### src/rtl/pipeline_hazard_controller_pkg.sv
// Shared encodings for the 5-stage pipeline hazard controller.
package pipeline_hazard_controller_pkg;

    localparam int unsigned REG_WIDTH = 5;
    localparam int unsigned FWD_WIDTH = 2;

    localparam logic [FWD_WIDTH-1:0] FWD_REGFILE = 2'b00;
    localparam logic [FWD_WIDTH-1:0] FWD_MEMWB   = 2'b01;
    localparam logic [FWD_WIDTH-1:0] FWD_EXMEM   = 2'b10;

    localparam logic [REG_WIDTH-1:0] REG_ZERO = 5'd0;

    typedef enum logic [1:0] {
        RUN   = 2'd0,
        STALL = 2'd1,
        FLUSH = 2'd2
    } ctrlState_t;

endpackage

### src/rtl/pipeline_hazard_controller_forwarding_unit.sv
// EX-stage operand forwarding selects; EX/MEM wins over MEM/WB, $0 never forwarded.
module pipeline_hazard_controller_forwarding_unit
    import pipeline_hazard_controller_pkg::*;
(
    input  logic [4:0] ex_rs,
    input  logic [4:0] ex_rt,
    input  logic       mem_reg_write,
    input  logic [4:0] mem_write_reg,
    input  logic       wb_reg_write,
    input  logic [4:0] wb_write_reg,
    output logic [1:0] forward_a,
    output logic [1:0] forward_b
);

    logic memHitA, memHitB, wbHitA, wbHitB;

    always_comb begin
        memHitA = mem_reg_write && (mem_write_reg != REG_ZERO) && (mem_write_reg == ex_rs);
        memHitB = mem_reg_write && (mem_write_reg != REG_ZERO) && (mem_write_reg == ex_rt);
        wbHitA  = wb_reg_write  && (wb_write_reg  != REG_ZERO) && (wb_write_reg  == ex_rs);
        wbHitB  = wb_reg_write  && (wb_write_reg  != REG_ZERO) && (wb_write_reg  == ex_rt);
    end

    always_comb begin
        forward_a = FWD_REGFILE;
        forward_b = FWD_REGFILE;
        if (memHitA)     forward_a = FWD_EXMEM;
        else if (wbHitA) forward_a = FWD_MEMWB;
        if (memHitB)     forward_b = FWD_EXMEM;
        else if (wbHitB) forward_b = FWD_MEMWB;
    end

endmodule

### src/rtl/pipeline_hazard_controller.sv
// Load-use stall, taken-branch flush and forwarding control for the MIPS pipeline,
// with saturating stall/flush counters and a sticky protocol-error flag.
module pipeline_hazard_controller
    import pipeline_hazard_controller_pkg::*;
#(
    parameter int unsigned CNT_WIDTH = 16
)
(
    input  logic                 clk,
    input  logic                 reset,
    input  logic [4:0]           id_rs,
    input  logic [4:0]           id_rt,
    input  logic                 id_uses_rt,
    input  logic [4:0]           ex_rs,
    input  logic [4:0]           ex_rt,
    input  logic                 ex_mem_read,
    input  logic [4:0]           ex_write_reg,
    input  logic                 mem_reg_write,
    input  logic [4:0]           mem_write_reg,
    input  logic                 wb_reg_write,
    input  logic [4:0]           wb_write_reg,
    input  logic                 branch_taken_mem,
    output logic                 pc_enable,
    output logic                 if_id_enable,
    output logic                 if_id_flush,
    output logic                 id_ex_flush,
    output logic                 ex_mem_flush,
    output logic [1:0]           forward_a,
    output logic [1:0]           forward_b,
    output logic [CNT_WIDTH-1:0] stall_count,
    output logic [CNT_WIDTH-1:0] flush_count,
    output logic                 proto_error
);

    ctrlState_t state, stateNext;
    logic       hz, br;
    logic [1:0] fwdA, fwdB;

    pipeline_hazard_controller_forwarding_unit forwardingUnit (
        .ex_rs         (ex_rs),
        .ex_rt         (ex_rt),
        .mem_reg_write (mem_reg_write),
        .mem_write_reg (mem_write_reg),
        .wb_reg_write  (wb_reg_write),
        .wb_write_reg  (wb_write_reg),
        .forward_a     (fwdA),
        .forward_b     (fwdB)
    );

    // In FLUSH the MEM stage carries the bubble we injected, so its branch flag is stale.
    always_comb begin
        hz = ex_mem_read && (ex_write_reg != REG_ZERO) &&
             ((ex_write_reg == id_rs) || (id_uses_rt && (ex_write_reg == id_rt)));
        br = branch_taken_mem && (state != FLUSH);
    end

    always_comb begin
        stateNext    = RUN;
        pc_enable    = 1'b1;
        if_id_enable = 1'b1;
        if_id_flush  = 1'b0;
        id_ex_flush  = 1'b0;
        ex_mem_flush = 1'b0;
        forward_a    = fwdA;
        forward_b    = fwdB;
        if (br) begin
            stateNext    = FLUSH;
            if_id_flush  = 1'b1;
            id_ex_flush  = 1'b1;
            ex_mem_flush = 1'b1;
        end else if (hz) begin
            stateNext    = STALL;
            pc_enable    = 1'b0;
            if_id_enable = 1'b0;
            id_ex_flush  = 1'b1;
        end
        // Reset holds the pipeline frozen and filled with bubbles.
        if (reset) begin
            pc_enable    = 1'b0;
            if_id_enable = 1'b0;
            if_id_flush  = 1'b1;
            id_ex_flush  = 1'b1;
            ex_mem_flush = 1'b1;
            forward_a    = FWD_REGFILE;
            forward_b    = FWD_REGFILE;
        end
    end

    always_ff @(posedge clk or posedge reset) begin
        if (reset) begin
            state       <= RUN;
            stall_count <= '0;
            flush_count <= '0;
            proto_error <= 1'b0;
        end else begin
            state <= stateNext;
            if (hz && !br && (stall_count != '1))
                stall_count <= stall_count + CNT_WIDTH'(1);
            if (br && (flush_count != '1))
                flush_count <= flush_count + CNT_WIDTH'(1);
            // A single load can only cause one stall; back-to-back means broken upstream control.
            if (hz && (state == STALL))
                proto_error <= 1'b1;
        end
    end

endmodule

### config.mk
export PLATFORM = sky130hd
export DESIGN_NAME = pipeline_hazard_controller
export DESIGN_NICKNAME = d
export VERILOG_FILES = /design/src/rtl/pipeline_hazard_controller_pkg.sv /design/src/rtl/pipeline_hazard_controller_forwarding_unit.sv /design/src/rtl/pipeline_hazard_controller.sv
export SDC_FILE = /design/constraint.sdc
export NUM_CORES = 1
export LEC_CHECK = 0
export ABC_AREA = 1
export BUFFER_PORTS_ARGS = -buffer_cell sky130_fd_sc_hd__buf_2
export CAP_MARGIN = 20
export CORE_MARGIN = 1
export CORE_UTILIZATION = 45
export CTS_BUF_LIST = sky130_fd_sc_hd__clkbuf_16
export CTS_CLUSTER_DIAMETER = 100
export DETAILED_ROUTE_END_ITERATION = 10
export HOLD_SLACK_MARGIN = 0.06
export PLACE_DENSITY = 0.84
export SLEW_MARGIN = 20
export SYNTH_ARGS = -nofsm -noshare
export SYNTH_HDL_FRONTEND = slang
export SYNTH_SLANG_ARGS = --single-unit
### constraint.sdc
create_clock -name clk -period 2.1 [get_ports clk]
set_clock_uncertainty 0.05 [all_clocks]
set_input_delay 0.42 -clock clk [delete_from_list [all_inputs] [get_ports clk]]
set_output_delay 0.42 -clock clk [all_outputs]
set_load 0.02 [all_outputs]
==> flow_summary.yaml <==
outcome:
  status: "finished, final reports clean"
place:
  post-place-cells: 504
  gp_congestion: 0.892
  placedInstanceArea_um2: 2960
  dp_slack_ns: 0.195
  dp_hpwl_um: 4480
  port-buffer-count: 83
routing:
  ant_nets: 0
  drc: 0
  drtIter0Drc: 85
  firstDrtPassIters: 4
  post_drt_wl_per_cell_um: 11.2
  routed_wirelength_um: 5720
  viasPerCell: 4.82
  vias: 2468
pwr:
  ir_worst_vdd_uv: 538
  pwr_density_cell_nw_per_um2: 692
  seq_power_share: 0.404
  switching_power_uw: 730
  p_int_mw: 1.42
  comb_power_share: 0.273
  leakagePower_nw: 1.67
  sw_frac_of_total: 0.340
  p_total_mw: 2.15
  clkPwrFrac: 0.323
sta:
  maxSlewHeadroom: 0.706
  final_hold_viol_count: 0
  drv_slew: 0
  worst_pin_slew_ns: 0.440
  layout_setup_ws_ns: 0.201
  layout_min_cycle_time_ns: 1.90
  holdWs_ns: 0.186
  grt_setup_unrepaired: "false"
  period_share: 0.904
  final.setup.tns_ns: 0
  max_freq_ghz: 0.527
  setup_violations: 0
cts:
  post-cts-setup-buffers: 0
  cts_resized: 0
  root_buffer: "clkbuf_16"
  cts_buffer_depth: 2
  ctsHoldBuffers: 0
  insertion_delay_ns: 0.27
  cts_tree: "built"
  clk_pin_slew_worst_paths_ns: 0.06
  cts_sinks: 35
  cts.htree.levels: 2
  cts_buffers: 5
final_layout:
  area_growth_pct: 25.6
  drive_gt1_frac: 0.256
  stdcell_count: 512
  final_nets: 485
  antennaDiodeCount: 0
  design_area_um2: 3100
  post-route-util: 0.596
  fillCellCount: 482
global_routing:
  grt_antenna_before_repair: 0
  grt_overflow: 0
  grt_pass1_wl_um: 10200
  grt_usage: 0.215
  grt_pass1_vias: 2292
  grt_max_degree: 23
critical_path:
  critical_path_required_ns: 1.63
  crit_start: "mem_write_reg[2]"
  crit_path_max_fanout: 4
  cp_slowest_stage_delay_ns: 0.33
  endpoint_kind: "primary output"
  slowest_stage: "o21ai_0"
  worstSetupPathType: "input port to primary output"
  r2r-start: "flush_count[0]$_DFFE_PP0P_"
  critPathLaunchType: "input port"
  crit_chain: "buf_2 -> nor2_1 -> nand2_1 -> o21ai_0 -> nor3_1 -> nor2_1 -> buf_2"
  critPathBufInv: 2
  arrival_ns: 1.43
  cp_top_family: "simple AND/OR/NAND/NOR gates"
floorplanning:
  fp.dieArea_um2: 5790
  ios: 84
  start_util: 0.475
  core.rowCount: 26
  core-area_um2: 5200
  fp.dieH_um: 76.1
  die_w_um: 76.1
logic_synthesis:
  synth_area_leaders: "dfrtp_1, nand2_1, xor2_1"
  ys_seq_area_frac: 0.354
  ys_seq_elements: 35
  syn_nets: 397
  synth_cell_type_count: 31
  yosysWarningCount: 0
  synth_top_area_share: 0.354
  synth_area_um2: 2470
  yosys.area.top_type: "dfrtp_1"
  synthCells: 353
  synth.avg_cell_area_um2: 7.00
min_path:
  hp-class: "input port to asynchronous set/reset pin"
job:
  maxCapViolations: 0
layout by cell type (no fill, tap or decap), drive strengths merged, types with 2 or more instances in the layout:
| master | Yosys | routed |
|---|---|---|
| a211oi | 2 | 2 |
| a21oi | 3 | 3 |
| buf | 5 | 86 |
| clkbuf | 0 | 5 |
| clkinvlp | 0 | 2 |
| dfrtp | 35 | 35 |
| ha | 2 | 2 |
| inv | 47 | 47 |
| nand2 | 131 | 131 |
| nand3 | 18 | 18 |
| nand4 | 8 | 8 |
| nor2 | 27 | 27 |
| nor3 | 15 | 15 |
| nor4 | 3 | 3 |
| o21ai | 12 | 12 |
| o22ai | 2 | 2 |
| xnor2 | 19 | 19 |
| xor2 | 21 | 21 |
synthesized netlist by cell type:
library cell / instances
xor2_1: 21
nand2_1: 129
nor2_1: 23
nor2_4: 1
o21bai_1: 1
nand3_2: 3
nand4_1: 7
a211oi_1: 2
buf_6: 1
inv_2: 6
buf_2: 1
inv_1: 41
dfrtp_1: 35
o21ai_2: 1
nand3_1: 15
nand2_2: 2
ha_1: 2
o21ai_1: 7
xnor2_1: 19
nor4_1: 3
a21oi_1: 2
nor2_2: 3
nor3_1: 14
o22ai_1: 2
and2_1: 1
o21ai_0: 4
nor3_2: 1
nand4_2: 1
nand3b_1: 1
a21oi_2: 1
buf_4: 3
logic make-up after synthesis:
family / synth area share
adders and majority gates: 0.0101
AOI/OAI and AO/OA: 0.0476
xor gates and xnor gates: 0.142
buffers and inverters: 0.0871
and+or+nand+nor: 0.359
DFF: 0.354
power by group through the flow:
stage | Sequential (mW) | Clock [mW] | Combinational [mW]
6_report | 0.867 | 0.694 | 0.587
5_1_grt | 0.891 | 0.744 | 0.660
2_1_floorplan | 0.970 | 0 | 0.282
3_5_place_dp | 0.879 | 0 | 0.589
4_1_cts | 0.868 | 0.717 | 0.592
3_3_place_gp | 0.873 | 0 | 0.572
worst register-to-register path: cells and delay by family, from the launching register on:
kind	cells	cell delay [ns]
fa+ha+maj	1	0.20
xor+xnor	1	0.15
flops	1	0.40
simple gates	7	0.91
final timing paths:
kind                                              endpoint  slack, ns  depth (start not counted)
worst min-delay path            stall_count[3]$_DFFE_PP0P_       0.19                          3
worst max-delay path                          forward_b[0]       0.20                          7
max in group asynchronous       flush_count[8]$_DFFE_PP0P_       1.57                          3
min in group clk                   proto_error$_DFFE_PP0P_       0.42                          1
worst min register to register     proto_error$_DFFE_PP0P_       0.42                          1
worst max register to register  flush_count[9]$_DFFE_PP0P_       0.27                          9
state kept, by name, summed over array words and instances (netlist names):
| name | cells |
|---|---|
| flush_count | 16 |
| stall_count | 16 |
| state | 2 |
| proto_error | 1 |
layout make-up:
class,instances,area [um2],area share
multi-input combinational,266,1380,0.445
sequential,35,876,0.282
timing repair buffer,86,438,0.141
inverter,47,180,0.0581
clock buffer,5,125,0.0403
tap,70,87.6,0.0282
clock inverter,3,16.3,0.00524
routing by layer:
| metal | global-route usage | part of all wire | up-vias | wire, um |
|---|---|---|---|---|
| met2 | 0.358 | 0.47 | 80 | 2660 |
| li1 | - | - | 1273 | - |
| met5 | 0 | 0 | - | 0 |
| met1 | 0.284 | 0.46 | 1109 | 2640 |
| met4 | 0.0673 | 0.013 | 0 | 72 |
| met3 | 0.0383 | 0.060 | 6 | 346 |
No activity file was read; power rests on OpenSTA's default activity.
